[config.mk]
export PLATFORM = sky130hd
export DESIGN_NAME = cmac_msg_feeder
export DESIGN_NICKNAME = d
export VERILOG_FILES = /design/src/rtl/cmac_feeder_pkg.sv /design/src/rtl/cmac_blk_pad.sv /design/src/rtl/cmac_msg_feeder.sv
export SDC_FILE = /design/constraint.sdc
export NUM_CORES = 1
export LEC_CHECK = 0
export CAP_MARGIN = 5
export CORE_AREA = 4 4 271 273
export CTS_CLUSTER_DIAMETER = 80
export DETAILED_ROUTE_END_ITERATION = 8
export DIE_AREA = 0 0 275 277
export PLACE_DENSITY = 0.68
export SLEW_MARGIN = 20
export SYNTH_ARGS = -nofsm -noshare
export SYNTH_HDL_FRONTEND = slang
export SYNTH_SLANG_ARGS = --single-unit
[constraint.sdc]
create_clock -name CLK -period 2.4 [get_ports CLK]
set_input_delay 0.36 -clock CLK [delete_from_list [all_inputs] [get_ports CLK]]
set_output_delay 0.36 -clock CLK [all_outputs]
set_load 0.01 [all_outputs]
[src/rtl/cmac_feeder_pkg.sv]
// Shared definitions for the CMAC message feeder: FSM states, block geometry,
// length/padding constants and the byte-count-to-mask helper.
package cmac_feeder_pkg;

    typedef enum logic [2:0] {
        IDLE,
        KEY_WAIT,
        COLLECT,
        BLK_WAIT,
        LAST_WAIT
    } state_t;

    localparam int        WORDS_PER_BLK = 4;
    localparam logic [7:0] LEN_FULL     = 8'd128;
    localparam logic [7:0] PAD_MARK     = 8'h80;

    // Mask keeping the first nbytes bytes of a block (byte 0 in [127:120]).
    function automatic logic [127:0] byte_mask(input logic [4:0] nbytes);
        logic [127:0] m;
        m = '0;
        for (int i = 0; i < 16; i++) begin
            if (i < int'(nbytes)) begin
                m[127-8*i -: 8] = 8'hFF;
            end
        end
        return m;
    endfunction

endpackage

[src/rtl/cmac_blk_pad.sv]
// Final-block formatter: keeps the first nbytes bytes of the assembled block,
// zeroes the rest and reports the length in bits.
// Build option CMAC_FEEDER_PAD_EN: when defined, the byte right after the
// message data gets the 8'h80 marker (10* padding); otherwise the tail is
// simply zero-filled and padding is left to the core.
module cmac_blk_pad
    import cmac_feeder_pkg::*;
(
    input  logic [127:0] blk,
    input  logic [4:0]   nbytes,
    output logic [127:0] padded,
    output logic [7:0]   len
);

    logic [127:0] kept;

    assign kept = blk & byte_mask(nbytes);

    // Per-byte selection between kept data and the padding marker.
    genvar gi;
    generate
        for (gi = 0; gi < 16; gi++) begin : g_byte
`ifdef CMAC_FEEDER_PAD_EN
            assign padded[127-8*gi -: 8] = (nbytes == 5'(gi)) ? PAD_MARK : kept[127-8*gi -: 8];
`else
            assign padded[127-8*gi -: 8] = kept[127-8*gi -: 8];
`endif
        end
    endgenerate

    // A full block reports 128; shorter blocks report 8 bits per byte.
    assign len = (nbytes >= 5'd16) ? LEN_FULL : {nbytes, 3'b000};

endmodule

[src/rtl/cmac_msg_feeder.sv]
// CMAC message feeder: turns a 32-bit word stream plus key into the core's
// key/block load sequence with one-block lookahead, so the final block is
// known before it is issued, and captures the final core output as the tag.
// Build option CMAC_FEEDER_PAD_EN selects feeder-side 10* padding (see cmac_blk_pad).
module cmac_msg_feeder
    import cmac_feeder_pkg::*;
(
    input  logic         CLK,
    input  logic         Rst,
    input  logic [127:0] key_in,
    input  logic         key_load,
    input  logic [31:0]  s_data,
    input  logic         s_valid,
    output logic         s_ready,
    input  logic         s_last,
    input  logic [2:0]   s_bytes,
    output logic [127:0] cm_KEY,
    output logic [127:0] cm_TextIn,
    output logic         cm_ld_Key,
    output logic         cm_ld_Block,
    output logic         cm_Last_Block,
    output logic [7:0]   cm_Last_Block_Len,
    input  logic         cm_Done,
    input  logic [127:0] cm_TextOut,
    output logic [127:0] tag,
    output logic         tag_valid,
    output logic         busy
);

    state_t       state_reg;
    logic [31:0]  asm_reg [WORDS_PER_BLK];
    logic [2:0]   wcnt_reg;
    logic [127:0] pend_reg;
    logic         pend_v_reg;
    logic         fin_reg;
    logic [4:0]   fin_bytes_reg;

    logic         accept;
    logic         pend_free;
    logic [2:0]   bytes_clamped;
    logic [4:0]   last_bytes;
    logic [127:0] asm_blk;
    logic [127:0] pad_blk;
    logic [7:0]   pad_len;

    // Accept only while collecting, before the last word, and while asm has room.
    assign s_ready = ((state_reg == COLLECT) || (state_reg == BLK_WAIT)) &&
                     !fin_reg && (wcnt_reg != 3'd4);
    assign accept  = s_valid && s_ready;

    // pend can take a new block if empty or if its in-flight copy completes now.
    assign pend_free = !pend_v_reg || ((state_reg == BLK_WAIT) && cm_Done);

    assign bytes_clamped = (s_bytes > 3'd4) ? 3'd4 : s_bytes;
    assign last_bytes    = {1'b0, wcnt_reg[1:0], 2'b00} + {2'b00, bytes_clamped};
    assign asm_blk       = {asm_reg[0], asm_reg[1], asm_reg[2], asm_reg[3]};

    cmac_blk_pad u_pad (
        .blk    (asm_blk),
        .nbytes (fin_bytes_reg),
        .padded (pad_blk),
        .len    (pad_len)
    );

    // Sequencing FSM with registered core-side outputs, followed by word storage.
    always_ff @(posedge CLK) begin
        if (Rst) begin
            state_reg         <= IDLE;
            for (int i = 0; i < WORDS_PER_BLK; i++) asm_reg[i] <= '0;
            wcnt_reg          <= '0;
            pend_reg          <= '0;
            pend_v_reg        <= 1'b0;
            fin_reg           <= 1'b0;
            fin_bytes_reg     <= '0;
            cm_KEY            <= '0;
            cm_TextIn         <= '0;
            cm_ld_Key         <= 1'b0;
            cm_ld_Block       <= 1'b0;
            cm_Last_Block     <= 1'b0;
            cm_Last_Block_Len <= '0;
            tag               <= '0;
            tag_valid         <= 1'b0;
            busy              <= 1'b0;
        end else begin
            cm_ld_Key   <= 1'b0;
            cm_ld_Block <= 1'b0;
            tag_valid   <= 1'b0;

            case (state_reg)
                IDLE: begin
                    if (key_load) begin
                        cm_KEY     <= key_in;
                        cm_ld_Key  <= 1'b1;
                        wcnt_reg   <= '0;
                        pend_v_reg <= 1'b0;
                        fin_reg    <= 1'b0;
                        busy       <= 1'b1;
                        state_reg  <= KEY_WAIT;
                    end
                end
                KEY_WAIT: begin
                    if (cm_Done) state_reg <= COLLECT;
                end
                COLLECT: begin
                    if (pend_v_reg && (wcnt_reg != 3'd0)) begin
                        // Something follows pend, so pend is definitely not last.
                        cm_TextIn         <= pend_reg;
                        cm_Last_Block     <= 1'b0;
                        cm_Last_Block_Len <= LEN_FULL;
                        cm_ld_Block       <= 1'b1;
                        state_reg         <= BLK_WAIT;
                    end else if (fin_reg && !pend_v_reg) begin
                        cm_TextIn         <= pad_blk;
                        cm_Last_Block     <= 1'b1;
                        cm_Last_Block_Len <= pad_len;
                        cm_ld_Block       <= 1'b1;
                        state_reg         <= LAST_WAIT;
                    end else if ((wcnt_reg == 3'd4) && !pend_v_reg) begin
                        // asm filled while pend was in flight; shift it down now.
                        pend_reg   <= asm_blk;
                        pend_v_reg <= 1'b1;
                        wcnt_reg   <= '0;
                    end
                end
                BLK_WAIT: begin
                    if (cm_Done) begin
                        pend_v_reg <= 1'b0;
                        state_reg  <= COLLECT;
                    end
                end
                LAST_WAIT: begin
                    if (cm_Done) begin
                        tag       <= cm_TextOut;
                        tag_valid <= 1'b1;
                        busy      <= 1'b0;
                        state_reg <= IDLE;
                    end
                end
                default: state_reg <= IDLE;
            endcase

            // Word storage; a completed non-last block moves straight to pend if free.
            if (accept) begin
                asm_reg[wcnt_reg[1:0]] <= s_data;
                if (s_last) begin
                    fin_reg       <= 1'b1;
                    fin_bytes_reg <= last_bytes;
                    wcnt_reg      <= 3'(wcnt_reg + 3'd1);
                end else if ((wcnt_reg == 3'd3) && pend_free) begin
                    pend_reg   <= {asm_reg[0], asm_reg[1], asm_reg[2], s_data};
                    pend_v_reg <= 1'b1;
                    wcnt_reg   <= '0;
                end else begin
                    wcnt_reg <= 3'(wcnt_reg + 3'd1);
                end
            end
        end
    end

endmodule

# [After elaboration in Yosys (flattened, before gate mapping)]
# Memories as Yosys holds them, arrays and structs flattened.
# Cells that the tools add are included.
[op_classes] addsub=2 mux=73 order_cmp=18 reduce_logical=29 bitwise=4 eq_ne=15
[ops] cell="128-bit two-way mux" count=9
[ops] cell="8-bit two-way mux" count=19
[ops] cell="128-bit AND" count=1
[ops] cell="4-bit by 5-bit < comparator with 1-bit output (first input constant)" count=8
[ops] cell="3-bit two-way mux" count=13
[ops] cell="32-bit two-way mux" count=1
[ops] cell="32-bit OR reduction" count=1
[ops] cell="1-bit two-way mux" count=26
[ops] cell="3-bit by 5-bit < comparator with 1-bit output (first input constant)" count=4
[ops] cell="3-bit inequality test (second input constant)" count=4
[ops] cell="3-bit case mux with 4 select lines" count=1
[ops] cell="1-bit by 5-bit < comparator with 1-bit output (first input constant)" count=2
[ops] cell="2-bit by 5-bit < comparator with 1-bit output (first input constant)" count=2
[ops] cell="3-bit by 2-bit equality test with 1-bit output (second input constant)" count=3
[ops] cell="1-bit logical AND" count=8
[ops] cell="2-bit AND reduction" count=4
[ops] cell="2-bit OR reduction" count=4
[ops] cell="3-bit equality test (second input constant)" count=2
[ops] cell="3-bit case mux with 2 select lines" count=1
[ops] cell="3-bit nonzero test" count=2
[ops] cell="4-bit by 3-bit adder with 5-bit output" count=1
[ops] cell="5-bit greater-or-equal comparator (second input constant)" count=1
[ops] cell="5-bit AND reduction" count=1
[ops] cell="2-bit inequality test (second input constant)" count=2
[ops] cell="other kinds (16)" count=21
[totals] mem_bits_rw=128 regBits=538 memories=1
[memory_table] memory="asm_reg" depth=4 width=32 rd=4 rd_clocked_by_memory_dff=0 write_ports=4 line_no="cmac_msg_feeder.sv:31" text="logic [31:0] asm_reg [WORDS_PER_BLK];"

# [Depth between registers and ports, before layout]
[logic_depth] word_depth=10 depth_mapped=9

# [Cells and area by module]
# Synthesis repeated with hierarchy kept, for this count alone.
[hier_totals] cells_unflattened=3050 hier_area_um2=26848.2
[by_module_without_submodules] module="cmac_msg_feeder" instances=1 area_each_um2=25756.0 seq_area_each_um2=14614.0 cells_each=2885
[by_module_without_submodules] module="cmac_blk_pad" instances=1 area_each_um2=1092.3 seq_area_each_um2=0.0 cells_each=165

# [Least setup slack after synthesis]
# Ideal clock, no wire load.
[synth_timing] path_type="register to register" start="register wcnt_reg[0]" end="memory asm_reg[0][0] (enable)" path_stages_with_launch=7 period_less_slack_ns=2.420 t_required_ns=2.025 path_slack_ns=-0.020 arrival_time_ns=2.045 n_path_buf=0 setup_time_ns=0.375 path_cell_list="dfxtp_1 inv_1 ha_1 and2_1 nor4b_4 and3_1 or2_2"
[synth_lines] item="start, declared" line_no="cmac_msg_feeder.sv:32" text="logic [2:0] wcnt_reg;"
[synth_lines] item="start signal, assigned" line_no="cmac_msg_feeder.sv:148" text="wcnt_reg <= 3'(wcnt_reg + 3'd1);"
[synth_lines] item="start signal, assigned" line_no="cmac_msg_feeder.sv:154" text="wcnt_reg <= 3'(wcnt_reg + 3'd1);"
[synth_lines] item="end, declared" line_no="cmac_msg_feeder.sv:31"

# [Worst setup path in the final report]
[layout_timing] start="register wcnt_reg[0]" end="register cm_TextIn[75]"
[layout_between] elab_chain_len=4 word_cells_on_any_way=5
[layout_rtl] item="3-bit nonzero test *" line_no="cmac_msg_feeder.sv:105" text="if (pend_v_reg && (wcnt_reg != 3'd0)) begin"
[layout_rtl] item="1-bit logical AND *" line_no="cmac_msg_feeder.sv:105"
[layout_rtl] item="2-bit nonzero test (no line)"
[layout_rtl] item="2-bit AND reduction (no line)"
[layout_rtl] item="end signal, assigned" line_no="cmac_msg_feeder.sv:107" text="cm_TextIn <= pend_reg;"
[layout_rtl] item="end signal, assigned" line_no="cmac_msg_feeder.sv:113" text="cm_TextIn <= pad_blk;"
[layout_rtl] item="end, declared" line_no="cmac_msg_feeder.sv:18" text="output logic [127:0] cm_TextIn,"
# Mark *: on every way between the ends. The rest lies on a longest branch, timed or not.
# A chain may end at the register's enable or synchronous reset.

==> flow_metrics.env <==
export IMPL_ant_nets=0
export IMPL_ys_seq_elements=663
export IMPL_yosysMostFrequentCell="nand2_1"
export IMPL_gr_total_overflow=0
export IMPL_arrival_ns=2.79
export IMPL_period_needed_ns=2.31
export IMPL_switching_share_pct=23.8
export IMPL_stdcell_count=4548
export IMPL_internal_power_mw=19.3
export IMPL_fp_dieW_um=275
export IMPL_drive_above_1_share_pct=8.58
export IMPL_synth_top_area_cell="dfxtp_1"
export IMPL_row_count=98
export IMPL_report_final_hold_viol_count=0
export IMPL_grt_pass1_vias=22700
export IMPL_required_ns=2.88
export IMPL_setup_viol=0
export IMPL_grt_usage_pct=28.6
export IMPL_grt_max_degree=134
export IMPL_hp_start="Rst"
export IMPL_power_per_cell_area_nw_per_um2=684
export IMPL_clkPwrFrac_pct=45.6
export IMPL_numCtsBuffers=75
export IMPL_clock_skew_ns=0.0202
export IMPL_rsz0062_at_grt="false"
export IMPL_viasPerCell=5.34
export IMPL_startpoint="wcnt_reg[0]$_SDFFE_PP0P_"
export IMPL_end_kind="register"
export IMPL_seq_power_share_pct=46.3
export IMPL_max_freq_ghz=0.434
export IMPL_hold_class="primary input to register"
export IMPL_dp_cells=4403
export IMPL_status="complete, no violations"
export IMPL_netlist_area_sq_um=26000
export IMPL_p_leak_nw=12.4
export IMPL_tightest_slew_ns=0.922
export IMPL_start_util_pct=36.6
export IMPL_clkLatencyLatePin_ns=0.62
export IMPL_path_clk_slew_ns=0.06
export IMPL_critPathMaxFanout=28
export IMPL_synth_top_area_share_pct=41.1
export IMPL_synthArstFlopShare_pct=0
export IMPL_regToRegStartpoint="wcnt_reg[0]$_SDFFE_PP0P_"
export IMPL_timing_worst_setup_path_type="register to register"
export IMPL_syn_inst=2893
export IMPL_dr_total_vias=24300
export IMPL_hold_path_depth=3
export IMPL_holdWs_ns=0.253
export IMPL_synth_edff_count=128
export IMPL_grt_pass1_wl_mm=162
export IMPL_finalWirelength_mm=114
export IMPL_finalCritPeriodShare_pct=96.1
export IMPL_rr_worst_depth=9
export IMPL_synth_cell_types=54
export IMPL_synthTopCellsByCount="nand2_1 (662), dfxtp_1 (535), a21oi_1 (419), clkbuf_1 (197), nand3_1 (139)"
export IMPL_placed_area_sq_um=34600
export IMPL_cts_tree="yes"
export IMPL_dp_hpwl_mm=82.3
export IMPL_first_iter_violations=2468
export IMPL_clock_sinks=663
export IMPL_ir_worst_vdd_v=0.000543
export IMPL_antenna_found_initial=25
export IMPL_seq_area_frac_synth_pct=55.9
export IMPL_finalNetCount=3832
export IMPL_dr_pass1_iters=6
export IMPL_remaining_drc_errors=0
export IMPL_synth_area_per_cell_sq_um=9.00
export IMPL_ios=695
export IMPL_die_h_um=277
export IMPL_ctsRootBufferMaster="clkbuf_16"
export IMPL_drv_cap=0
export IMPL_routedWlPerCell_um=25.0
export IMPL_maxSlewHeadroom_pct=38.5
export IMPL_syn_to_final_growth_pct=42.5
export IMPL_synth_warnings=0
export IMPL_startpoint_type="register"
export IMPL_fin_area_sq_um=37100
export IMPL_routabilityCongestion=1.09
export IMPL_cts_path_max_buffers=3
export IMPL_synthTopCellsByArea="dfxtp_1 (41%), edfxtp_1 (15%), nand2_1 (9.5%)"
export IMPL_htree_levels=3
export IMPL_coreArea_sq_um=71100
export IMPL_switching_power_mw=6.04
export IMPL_portBuffers=691
export IMPL_slew_violations=0
export IMPL_pwr_share_comb_pct=8.1
export IMPL_dieArea_sq_um=76200
export IMPL_cts_setup_buffers=0
export IMPL_synth_ff_type="dfxtp_1"
## per-layer routing
metal	vias up	part of all wire [%]	global-route usage (%)
met5	-	0.033	0
met4	6	2.9	8.09
met3	173	8.0	5.93
met2	1164	49	48.4
met1	11600	40	36.9
li1	11300	-	-
## critical path, stage by stage, from the launching register on
cell and delay (ns):
dfxtp_1 0.31, inv_1 0.11, ha_1 0.19, nand2b_1 0.12
buf_12 0.18, and2_4 0.20, buf_12 0.17, a2111oi_1 0.60
buf_4 0.22, a211oi_1 0.05
## final timing paths
check	to	slack, ns
min reg2reg	cm_TextIn[78]$_SDFFE_PP0P_	0.45
max	cm_TextIn[75]$_SDFFE_PP0P_	0.09
max reg2reg	cm_TextIn[75]$_SDFFE_PP0P_	0.09
min	tag[22]$_SDFFE_PP0P_	0.25
## layout by cell type, fill, tap and decap left out, types with 3 or more instances in the layout
master | netlist | final
clkdlybuf4s50_1 | 0 | 689
nand2_1 | 662 | 659
dfxtp_1 | 535 | 535
a21oi_1 | 419 | 417
nand3_1 | 139 | 139
a211oi_1 | 130 | 130
and2_1 | 132 | 129
edfxtp_1 | 128 | 128
inv_1 | 111 | 111
o21ai_0 | 104 | 104
buf_4 | 20 | 89
clkbuf_16 | 0 | 77
a221oi_1 | 56 | 56
buf_12 | 0 | 44
nor2_1 | 42 | 41
a311oi_2 | 32 | 32
a22oi_1 | 28 | 28
a311oi_1 | 25 | 25
a2111oi_0 | 25 | 19
clkbuf_1 | 197 | 15
clkinv_2 | 0 | 13
clkbuf_8 | 0 | 10
diode_2 | 0 | 9
clkinv_1 | 0 | 7
o21ai_1 | 5 | 5
a2111oi_1 | 0 | 5
ha_1 | 5 | 5
bufinv_16 | 0 | 5
and3_1 | 4 | 4
or2_4 | 0 | 3
nand2b_1 | 3 | 3
nor4_1 | 3 | 3
a31oi_1 | 3 | 3
conb_1 | 1 | 3
inv_6 | 0 | 3
## per-stage QoR
stage	util (%)	setup slack, ns	power (mW)	TNS, ns
global route	52.1	0.00206	26.2	0
CTS	52.1	0.0613	25.6	0
detailed placement	48.6	-0.00369	14.0	-0.00404
floorplan	-	0.151	12.7	0
finish	52.2	0.0939	25.4	0
global placement	48.6	0.00129	14.0	0
## timing repair
item                                    4_1_cts  5_1_grt
cloned                                        0        0
endpoints found under the setup margin        3       16
resized for setup                             6        7
hold buffers                                  0        0
## logic make-up after synthesis
| logic type | synth area share, % |
|---|---|
| AOI/OAI and AO/OA | 20.6 |
| adders and majority gates | 0.240 |
| buffers and inverters | 6.19 |
| DFF | 55.9 |
| muxes | 0.0385 |
| other | 0.0144 |
| and+or+nand+nor | 17.0 |
## layout make-up
type / instances / area [sq um]
Antenna cell: 9 / 22.5
Multi-Input combinational cell: 1854 / 9970
Tap cell: 950 / 1190
Sequential cell: 663 / 14600
Timing Repair Buffer: 825 / 8480
Inverter: 111 / 417
Clock inverter: 34 / 342
Clock buffer: 102 / 2120
Fill cell: 6596 / 34000
## power groups by stage
stage | logic [mW] | clock network (mW) | registers (mW)
after floorplan | 0.622 | 0 | 12.0
after global placement | 2.04 | 0 | 12.0
after detailed placement | 2.03 | 0 | 12.0
after CTS | 2.04 | 11.8 | 11.7
after global routing | 2.17 | 12.2 | 11.8
final | 2.05 | 11.6 | 11.8
No activity file was read; power rests on OpenSTA's default activity.
